$ cat src/rtl/lpddr5_params.sv
// rtl/lpddr5_params.sv - LPDDR5 command/error encodings, geometry and timing set
package lpddr5_params;

  localparam int BANK_NUMBER                      = 16;
  localparam int ROW_PER_BANK_GROUP_ADDRESS_WIDTH = 16;
  localparam int COL_WIDTH                        = 6;
  localparam int DATA_WIDTH                       = 32;

  // Timing set in clock cycles
  localparam int T_RCD  = 4;
  localparam int T_RP   = 4;
  localparam int T_RAS  = 10;
  localparam int T_RC   = 14;
  localparam int T_WR   = 4;
  localparam int T_RFC  = 20;
  localparam int T_REFI = 100;
  localparam int T_CL   = 4;

  localparam int CNT_W     = 5;
  localparam int REF_AGE_W = 8;

  typedef enum logic [2:0] {
    NOP = 3'd0,
    ACT = 3'd1,
    RD  = 3'd2,
    WR  = 3'd3,
    PRE = 3'd4,
    REF = 3'd5
  } lpddr5_cmd_e;

  typedef enum logic [2:0] {
    ERR_NONE = 3'd0,
    ERR_ACT  = 3'd1,
    ERR_RD   = 3'd2,
    ERR_WR   = 3'd3,
    ERR_PRE  = 3'd4,
    ERR_REF  = 3'd5,
    ERR_BUSY = 3'd6
  } lpddr5_err_e;

  // A counter loaded with t-1 reaches zero exactly t cycles after the load
  function automatic logic [CNT_W-1:0] t_load(input int t);
    return CNT_W'(t - 1);
  endfunction

  function automatic logic [CNT_W-1:0] sat_dec(input logic [CNT_W-1:0] x);
    return (x == '0) ? x : x - 1'b1;
  endfunction

endpackage

$ cat src/rtl/lpddr5_bank_timer.sv
// rtl/lpddr5_bank_timer.sv - one bank's open state, open row and timing counters
module lpddr5_bank_timer
  import lpddr5_params::*;
#(
  parameter int ROW_W = ROW_PER_BANK_GROUP_ADDRESS_WIDTH
) (
  input  logic             clk,
  input  logic             rst,
  input  logic             act,
  input  logic             wr,
  input  logic             pre,
  input  logic [ROW_W-1:0] row,
  output logic             bank_open,
  output logic [ROW_W-1:0] open_row,
  output logic             act_ok,
  output logic             rw_ok,
  output logic             pre_ok,
  output logic             rp_idle
);

  logic [CNT_W-1:0] cnt_rcd, cnt_ras, cnt_rc, cnt_rp, cnt_wr;

  // Strobes arrive only for commands already judged legal
  always_ff @(posedge clk) begin
    if (rst) begin
      bank_open <= 1'b0;
      open_row  <= '0;
      cnt_rcd   <= '0;
      cnt_ras   <= '0;
      cnt_rc    <= '0;
      cnt_rp    <= '0;
      cnt_wr    <= '0;
    end else begin
      cnt_rcd <= act ? t_load(T_RCD) : sat_dec(cnt_rcd);
      cnt_ras <= act ? t_load(T_RAS) : sat_dec(cnt_ras);
      cnt_rc  <= act ? t_load(T_RC)  : sat_dec(cnt_rc);
      cnt_rp  <= pre ? t_load(T_RP)  : sat_dec(cnt_rp);
      cnt_wr  <= wr  ? t_load(T_WR)  : sat_dec(cnt_wr);
      if (act) begin
        bank_open <= 1'b1;
        open_row  <= row;
      end else if (pre) begin
        bank_open <= 1'b0;
      end
    end
  end

  assign act_ok  = !bank_open && (cnt_rp == '0) && (cnt_rc == '0);
  assign rw_ok   = bank_open && (cnt_rcd == '0);
  // PRE to a closed bank is always acceptable
  assign pre_ok  = !bank_open || ((cnt_ras == '0) && (cnt_wr == '0));
  assign rp_idle = (cnt_rp == '0);

endmodule

$ cat src/rtl/lpddr5_device_responder.sv
// rtl/lpddr5_device_responder.sv - LPDDR5 device-side responder and protocol checker
module lpddr5_device_responder
  import lpddr5_params::*;
#(
  parameter int BANKS = BANK_NUMBER,
  parameter int ROW_W = ROW_PER_BANK_GROUP_ADDRESS_WIDTH,
  parameter int COL_W = COL_WIDTH,
  parameter int DW    = DATA_WIDTH,
  localparam int BW   = $clog2(BANKS)
) (
  input  logic             clk,
  input  logic             rst,
  input  logic             cmd_valid,
  input  logic [2:0]       cmd,
  input  logic [BW-1:0]    cmd_bank,
  input  logic [ROW_W-1:0] cmd_row,
  input  logic [COL_W-1:0] cmd_col,
  output logic             rd_valid,
  output logic [DW-1:0]    rd_data,
  output logic             err_valid,
  output logic [2:0]       err_code,
  output logic             ref_overdue
);

  logic [BANKS-1:0] act_ok, rw_ok, pre_ok, rp_idle, bank_open;
  logic [BANKS-1:0] act_go, wr_go, pre_go;
  logic [ROW_W-1:0] open_row [BANKS];

  logic [CNT_W-1:0]     cnt_rfc;
  logic [REF_AGE_W-1:0] ref_age;
  lpddr5_cmd_e          op;
  lpddr5_err_e          err;
  logic                 is_cmd, go, rd_go, ref_go;

  assign op     = lpddr5_cmd_e'(cmd);
  assign is_cmd = op inside {ACT, RD, WR, PRE, REF};

  // Refresh busy outranks every per-command check
  always_comb begin
    err = ERR_NONE;
    if (cmd_valid && is_cmd) begin
      case (op)
        ACT:     if (!act_ok[cmd_bank]) err = ERR_ACT;
        RD:      if (!rw_ok[cmd_bank])  err = ERR_RD;
        WR:      if (!rw_ok[cmd_bank])  err = ERR_WR;
        PRE:     if (!pre_ok[cmd_bank]) err = ERR_PRE;
        REF:     if ((|bank_open) || !(&rp_idle)) err = ERR_REF;
        default: err = ERR_NONE;
      endcase
      if (cnt_rfc != '0) err = ERR_BUSY;
    end
  end

  assign go     = cmd_valid && is_cmd && (err == ERR_NONE);
  assign rd_go  = go && (op == RD);
  assign ref_go = go && (op == REF);

  for (genvar b = 0; b < BANKS; b++) begin : g_bank
    logic sel;
    assign sel       = (cmd_bank == BW'(b));
    assign act_go[b] = go && sel && (op == ACT);
    assign wr_go[b]  = go && sel && (op == WR);
    assign pre_go[b] = go && sel && (op == PRE) && bank_open[b];

    lpddr5_bank_timer #(.ROW_W(ROW_W)) u_bank (
      .clk       (clk),
      .rst       (rst),
      .act       (act_go[b]),
      .wr        (wr_go[b]),
      .pre       (pre_go[b]),
      .row       (cmd_row),
      .bank_open (bank_open[b]),
      .open_row  (open_row[b]),
      .act_ok    (act_ok[b]),
      .rw_ok     (rw_ok[b]),
      .pre_ok    (pre_ok[b]),
      .rp_idle   (rp_idle[b])
    );
  end

  // Read pipe: data stages only advance with a valid token, so the tail holds
  logic [T_CL-1:0] pipe_v;
  logic [DW-1:0]   pipe_d [T_CL];
  logic [DW-1:0]   rd_word;

  assign rd_word = DW'({open_row[cmd_bank], cmd_bank, cmd_col});

  always_ff @(posedge clk) begin
    if (rst) begin
      pipe_v <= '0;
      for (int i = 0; i < T_CL; i++) pipe_d[i] <= '0;
    end else begin
      pipe_v <= {pipe_v[T_CL-2:0], rd_go};
      if (rd_go) pipe_d[0] <= rd_word;
      for (int i = 1; i < T_CL; i++) begin
        if (pipe_v[i-1]) pipe_d[i] <= pipe_d[i-1];
      end
    end
  end

  assign rd_valid = pipe_v[T_CL-1];
  assign rd_data  = pipe_d[T_CL-1];

  always_ff @(posedge clk) begin
    if (rst) begin
      err_valid <= 1'b0;
      err_code  <= ERR_NONE;
      cnt_rfc   <= '0;
      ref_age   <= '0;
    end else begin
      err_valid <= (err != ERR_NONE);
      if (err != ERR_NONE) err_code <= err;
      cnt_rfc <= ref_go ? t_load(T_RFC) : sat_dec(cnt_rfc);
      if (ref_go)        ref_age <= '0;
      else if (~&ref_age) ref_age <= ref_age + 1'b1;
    end
  end

  assign ref_overdue = (ref_age > REF_AGE_W'(T_REFI));

endmodule

$ cat config.mk
export PLATFORM = sky130hd
export DESIGN_NAME = lpddr5_device_responder
export DESIGN_NICKNAME = d
export VERILOG_FILES = /design/src/rtl/lpddr5_params.sv /design/src/rtl/lpddr5_bank_timer.sv /design/src/rtl/lpddr5_device_responder.sv
export SDC_FILE = /design/constraint.sdc
export NUM_CORES = 2
export LEC_CHECK = 0
export ABC_AREA = 1
export ABC_CLOCK_PERIOD_IN_PS = 10500
export CAP_MARGIN = 20
export CORE_ASPECT_RATIO = 1.2
export CORE_MARGIN = 2
export CORE_UTILIZATION = 55
export CTS_CLUSTER_DIAMETER = 100
export DETAILED_ROUTE_END_ITERATION = 10
export HOLD_SLACK_MARGIN = 0.12
export PLACE_DENSITY = 0.72
export SKIP_CTS_REPAIR_TIMING = 1
export SLEW_MARGIN = 0
export SYNTH_ARGS = -nofsm -noshare
export SYNTH_HDL_FRONTEND = slang
export SYNTH_SLANG_ARGS = --single-unit
$ cat constraint.sdc
create_clock -name clk -period 10.5 [get_ports clk]
set_input_delay 3.15 -clock clk [delete_from_list [all_inputs] [get_ports clk]]
set_output_delay 3.15 -clock clk [all_outputs]
set_load 0.02 [all_outputs]
# After elaboration in Yosys (flattened, before gate mapping)
# Memories as Yosys holds them, arrays and structs flattened.
# Index checks and enable logic that the tools add are counted.
# W data, S select, Z words.
# op_classes
addsub	82
order_cmp	3
n_eq_ne	101
n_mux	229
bitwise_logic	5
n_reduce_logical	336
# op_table
op	count
$logic_not A5 Y1	81
$sub A5 B1 Y5 const B	81
$mux W4	64
$mux W2	98
$ne A2 B1 Y1 const B	80
$logic_and A1 B1 Y1	148
$mux W32	4
$reduce_or A2 Y1	49
$bmux W16 S4	1
$mux W1	50
$eq A4 B4 Y1 const B	8
$mux W16	2
$reduce_bool A2 Y1	16
$logic_not A1 Y1	17
$logic_or A1 B1 Y1	17
$eq A4 B3 Y1 const B	4
$reduce_and A16 Y1	1
$reduce_or A16 Y1	1
$pmux W3 S5	1
$bmux W1 S4	3
$mux W3	4
$mux W5	2
$reduce_bool A5 Y1	2
$add A8 B1 Y8 const B	1
other kinds (15)	21
# totals
register_bits	693
ram_bits	128
in_bits	32
out_inout_bits	38
word_cells	955
mem_count	1
# mem_list
name	words	width	rd	rd_clocked_by_memory_dff	wr	line	rtl
pipe_d	4	32	4	0	4	lpddr5_device_responder.sv:83	logic [DW-1:0] pipe_d [T_CL];

# Depth between registers and ports, before layout
# logic_depth
depth_word	16
mapped_depth	19
ltp_nobuf	17

# Cells and area by module
# From an unflattened synthesis, not the netlist that was laid out.
# unflattened
hier_cells	4875
hier_area_um2	37594.8
# modules_own_cells
module	n_inst	cells_each	area_per_inst_um2	seq_area_each_um2
lpddr5_bank_timer	16	245	1873.0	840.8
lpddr5_device_responder	1	955	7626.1	3543.4

# Worst setup path before layout
# No wires, ideal clock.
# synth_timing
path_type	input to register
startpoint	input port cmd_bank[0]
endpoint	memory pipe_d[0][0] in the netlist's numbering, enable pin
setup_time_ns	0.449
arrival_ns	6.286
required_ns	10.051
path_slack_ns	3.765
cell_stages	13
path_buffers	1
path_cell_list	nor2_1 > buf_2 > nand2_1 > nand3b_1 > nand2_1 > nor2_1 > nor2_1 > nor2_1 > nand3_1 > nand3_1 > nand2_2 > nand3_1 > o31ai_1
# synth_lines
element	line	rtl
start, declared	lpddr5_device_responder.sv:15	input logic [BW-1:0] cmd_bank,
end, declared	lpddr5_device_responder.sv:83	

==> metrics.txt <==
status finished, final reports clean; CP top delay family simple AND/OR/NAND/NOR gates; r2r worst-path depth 16; Max FO, Critical Path 27; DPL Wire Length 60.7 mm; Synth Instances 5123; largest net degree at the start of global routing ~270; row cnt 106; CP startpoint kind input port; Non-Filler Instances 6052; final core utilization roughly three fifths; Yosys reg bits 797; Async S/R FF share, synth 0%; register area share after synthesis 43.9%; Antenna diodes 0; number of port buffers 63; commonest non-fill, non-tap cell in the layout nand2_1; via count 32200; Routed WL 93.5 mm; crit share post-route 68.7%; worst path bufs/invs 3; io pins 70; top post-synthesis cells by area dfxtp_1 36%, edfxtp_1 8.1%, nand2_1 7.8%; Syn. warnings 0; H-tree depth reported by CTS 3; Min-Delay Path Class flop to flop; Clock Sinks between 700 and 800; placed cell count 5898; 1st-pass router iterations 5; DRT antenna net count 0; Max Clock Freq 0.139 GHz; RD Place Congestion 0.869; max cap viols 0; worst stage delay on the critical path about 0.8 ns; r2r startpoint g_bank[10].u_bank.cnt_rcd[0]; routed vias/inst 5.32; CTS buffer count 82; worst reg2reg endpoint pipe_d[0][6]; DRC viols 0; global-route wire length before repair 151 mm; number of global-route vias before repair between 30000 and 40000; Max clock buf depth 3; Final setup viols 0; Worst Tran Pin Value 1.21 ns; max_slew headroom 18.6%; clock slew at the register clock pins of the worst setup and hold paths 0.06 ns; Hold Path Stages 2; clk root buf clkbuf_16; share of the synthesized area in the top cell type 35.8%; ys flop type dfxtp_1; core footprint 69600 um^2; Die W between 200 and 250 um; crit path max-delay cell type nor2_4; initial drt markers 2448; Layout Nets between 5000 and 6000; Hold Path Sink g_bank[14].u_bank.cnt_wr[3]; clock skew between 0.02 and 0.03 ns; worst path cell trace clkdlybuf4s50_1, inv_2, nor2_4, nand2_1, nand3_1, nor2_1, nand3_1, nand2_1, nand3_1, o21bai_1, nand2_1, nand3_1, inv_1, nand4_2, nor2_1; EDFF count, synth around 100; Peak supply drop 0.181 mV; Setup TNS Final 0 ns; gr usage total 25.6%; Fin. Hold Viols 0; critical path arrival 7.60 ns; leakage 18.5 nW; Synth cell types 48; full die area between 70000 and 80000 um^2; GRT overflow 0; crit path time final around 7 ns; Synth Cell Area 38700 um^2; commonest non-fill, non-tap cells in the layout 801 x nand2_1, 764 x nor2_1, 693 x dfxtp_1, 632 x inv_1, 587 x a21oi_1; Final Max Slew Viols 0; unrepaired setup endpoints after global routing no; WL per Instance around 15 um; Hold Startpoint g_bank[14].u_bank.cnt_wr[3]; Crit Path Category input port to flop; layout cells sized above 1 about 4.6%; Die Ht 295 um; post-synth top area cell dfxtp_1; Syn Area/Cell 7.56 um^2; initial core utilization 55.6%; PD cells around 270 nW/um^2; R2R setup slack 6.42 ns; TritonCTS clock tree built; most used cell, CP nand3_1; Critical Path RT about 11 ns; Syn-to-layout area delta 10.1%; clk_lat worst skew 0.66 ns; initial antenna violation count 1; crit end category flop
## sequential cells by signal (all words and copies together) (netlist names), 5 cells and up
name / count
g_bank.u_bank.open_row: 256
pipe_d: 104
g_bank.u_bank.cnt_ras: 80
g_bank.u_bank.cnt_rc: 80
g_bank.u_bank.cnt_rcd: 80
g_bank.u_bank.cnt_rp: 80
g_bank.u_bank.cnt_wr: 80
g_bank.u_bank.bank_open: 16
ref_age: 8
cnt_rfc: 5
## through the flow
step / hold slack (ns) / cell area [um^2] / setup WS [ns] / power (mW)
floorplan: 0.425 / 38700 / 3.76 / 7.70
global placement: 0.427 / 39700 / 2.43 / 8.49
detailed placement: 0.437 / 39700 / 2.42 / 8.61
CTS: 0.444 / 42500 / 3.07 / 11.7
global route: 0.489 / 42600 / 2.97 / 12.6
finish: 0.466 / 42600 / 3.29 / 11.6
## routing by layer
metal	global-route usage, %	vias up	share of wire (%)
li1	-	16500	-
met1	30.7	14900	42
met2	45.1	675	49
met3	3.06	207	4.5
met4	12.8	0	4.8
met5	0	-	0
## Yosys cell counts, types with 2 or more instances
library cell,instances
clkbuf_1,118
o41ai_1,11
or2_2,16
nand3_1,394
buf_4,37
xnor2_1,29
inv_2,3
or2_1,5
buf_2,21
or3_1,5
nor2_2,9
clkinv_1,5
o21ai_0,165
nor2_1,766
nand3b_1,2
edfxtp_1,104
inv_1,632
o31ai_1,11
nor4_1,26
a31oi_1,3
nand4_1,40
dfxtp_1,693
nor2_8,10
nor3_1,29
a21oi_1,587
ha_1,164
nand2_1,801
or4_1,12
o2111ai_1,3
nand2_4,10
xor2_1,193
nand2_2,18
buf_1,59
a22oi_1,128
## worst reg2reg max path: cells and delay by family (launching register included)
| family | cells | cell delay [ns] |
|---|---|---|
| and+or+nand+nor | 13 | 3.08 |
| DFF | 1 | 0.32 |
| buffers and inverters | 2 | 0.29 |
| adders and majority gates | 1 | 0.15 |
## area by class of cell
| type | count | area, um^2 |
|---|---|---|
| multi-input combinational | 3455 | 18300 |
| timing repair buffer | 92 | 935 |
| fill | 6241 | 27000 |
| clock inverter | 34 | 442 |
| clock buffer | 116 | 2350 |
| sequential | 797 | 17000 |
| tap | 918 | 1150 |
| inverter | 640 | 2410 |
## worst max path at each step
stage	cells after the start	slack, ns	endpoint	startpoint
after global placement	16	2.43	g_bank[1].u_bank.cnt_wr[4]	cmd_bank[0]
final	15	3.29	pipe_d[0][6]	cmd_bank[0]
after floorplan	13	3.76	pipe_d[0][0]	cmd_bank[0]
after global routing	18	2.97	cnt_rfc[2]	cmd_bank[0]
after detailed placement	16	2.42	g_bank[1].u_bank.cnt_wr[4]	cmd_bank[0]
after CTS	16	3.07	g_bank[1].u_bank.cnt_wr[4]	cmd_bank[0]
## logic make-up after synthesis
family | share of synthesized area (%)
and+or+nand+nor | 23.8
AOI/OAI and AO/OA | 13.0
buffers and inverters | 8.96
DFF | 43.9
xor gates and xnor gates | 5.02
adders and majority gates | 5.30
other | 0.00969
## power breakdown
part | internal [mW] | switching (mW)
sequential | 3.80 | 0.383
clock | 1.79 | 1.24
combinational | 1.70 | 2.71
No activity file was read; power rests on OpenSTA's default activity.
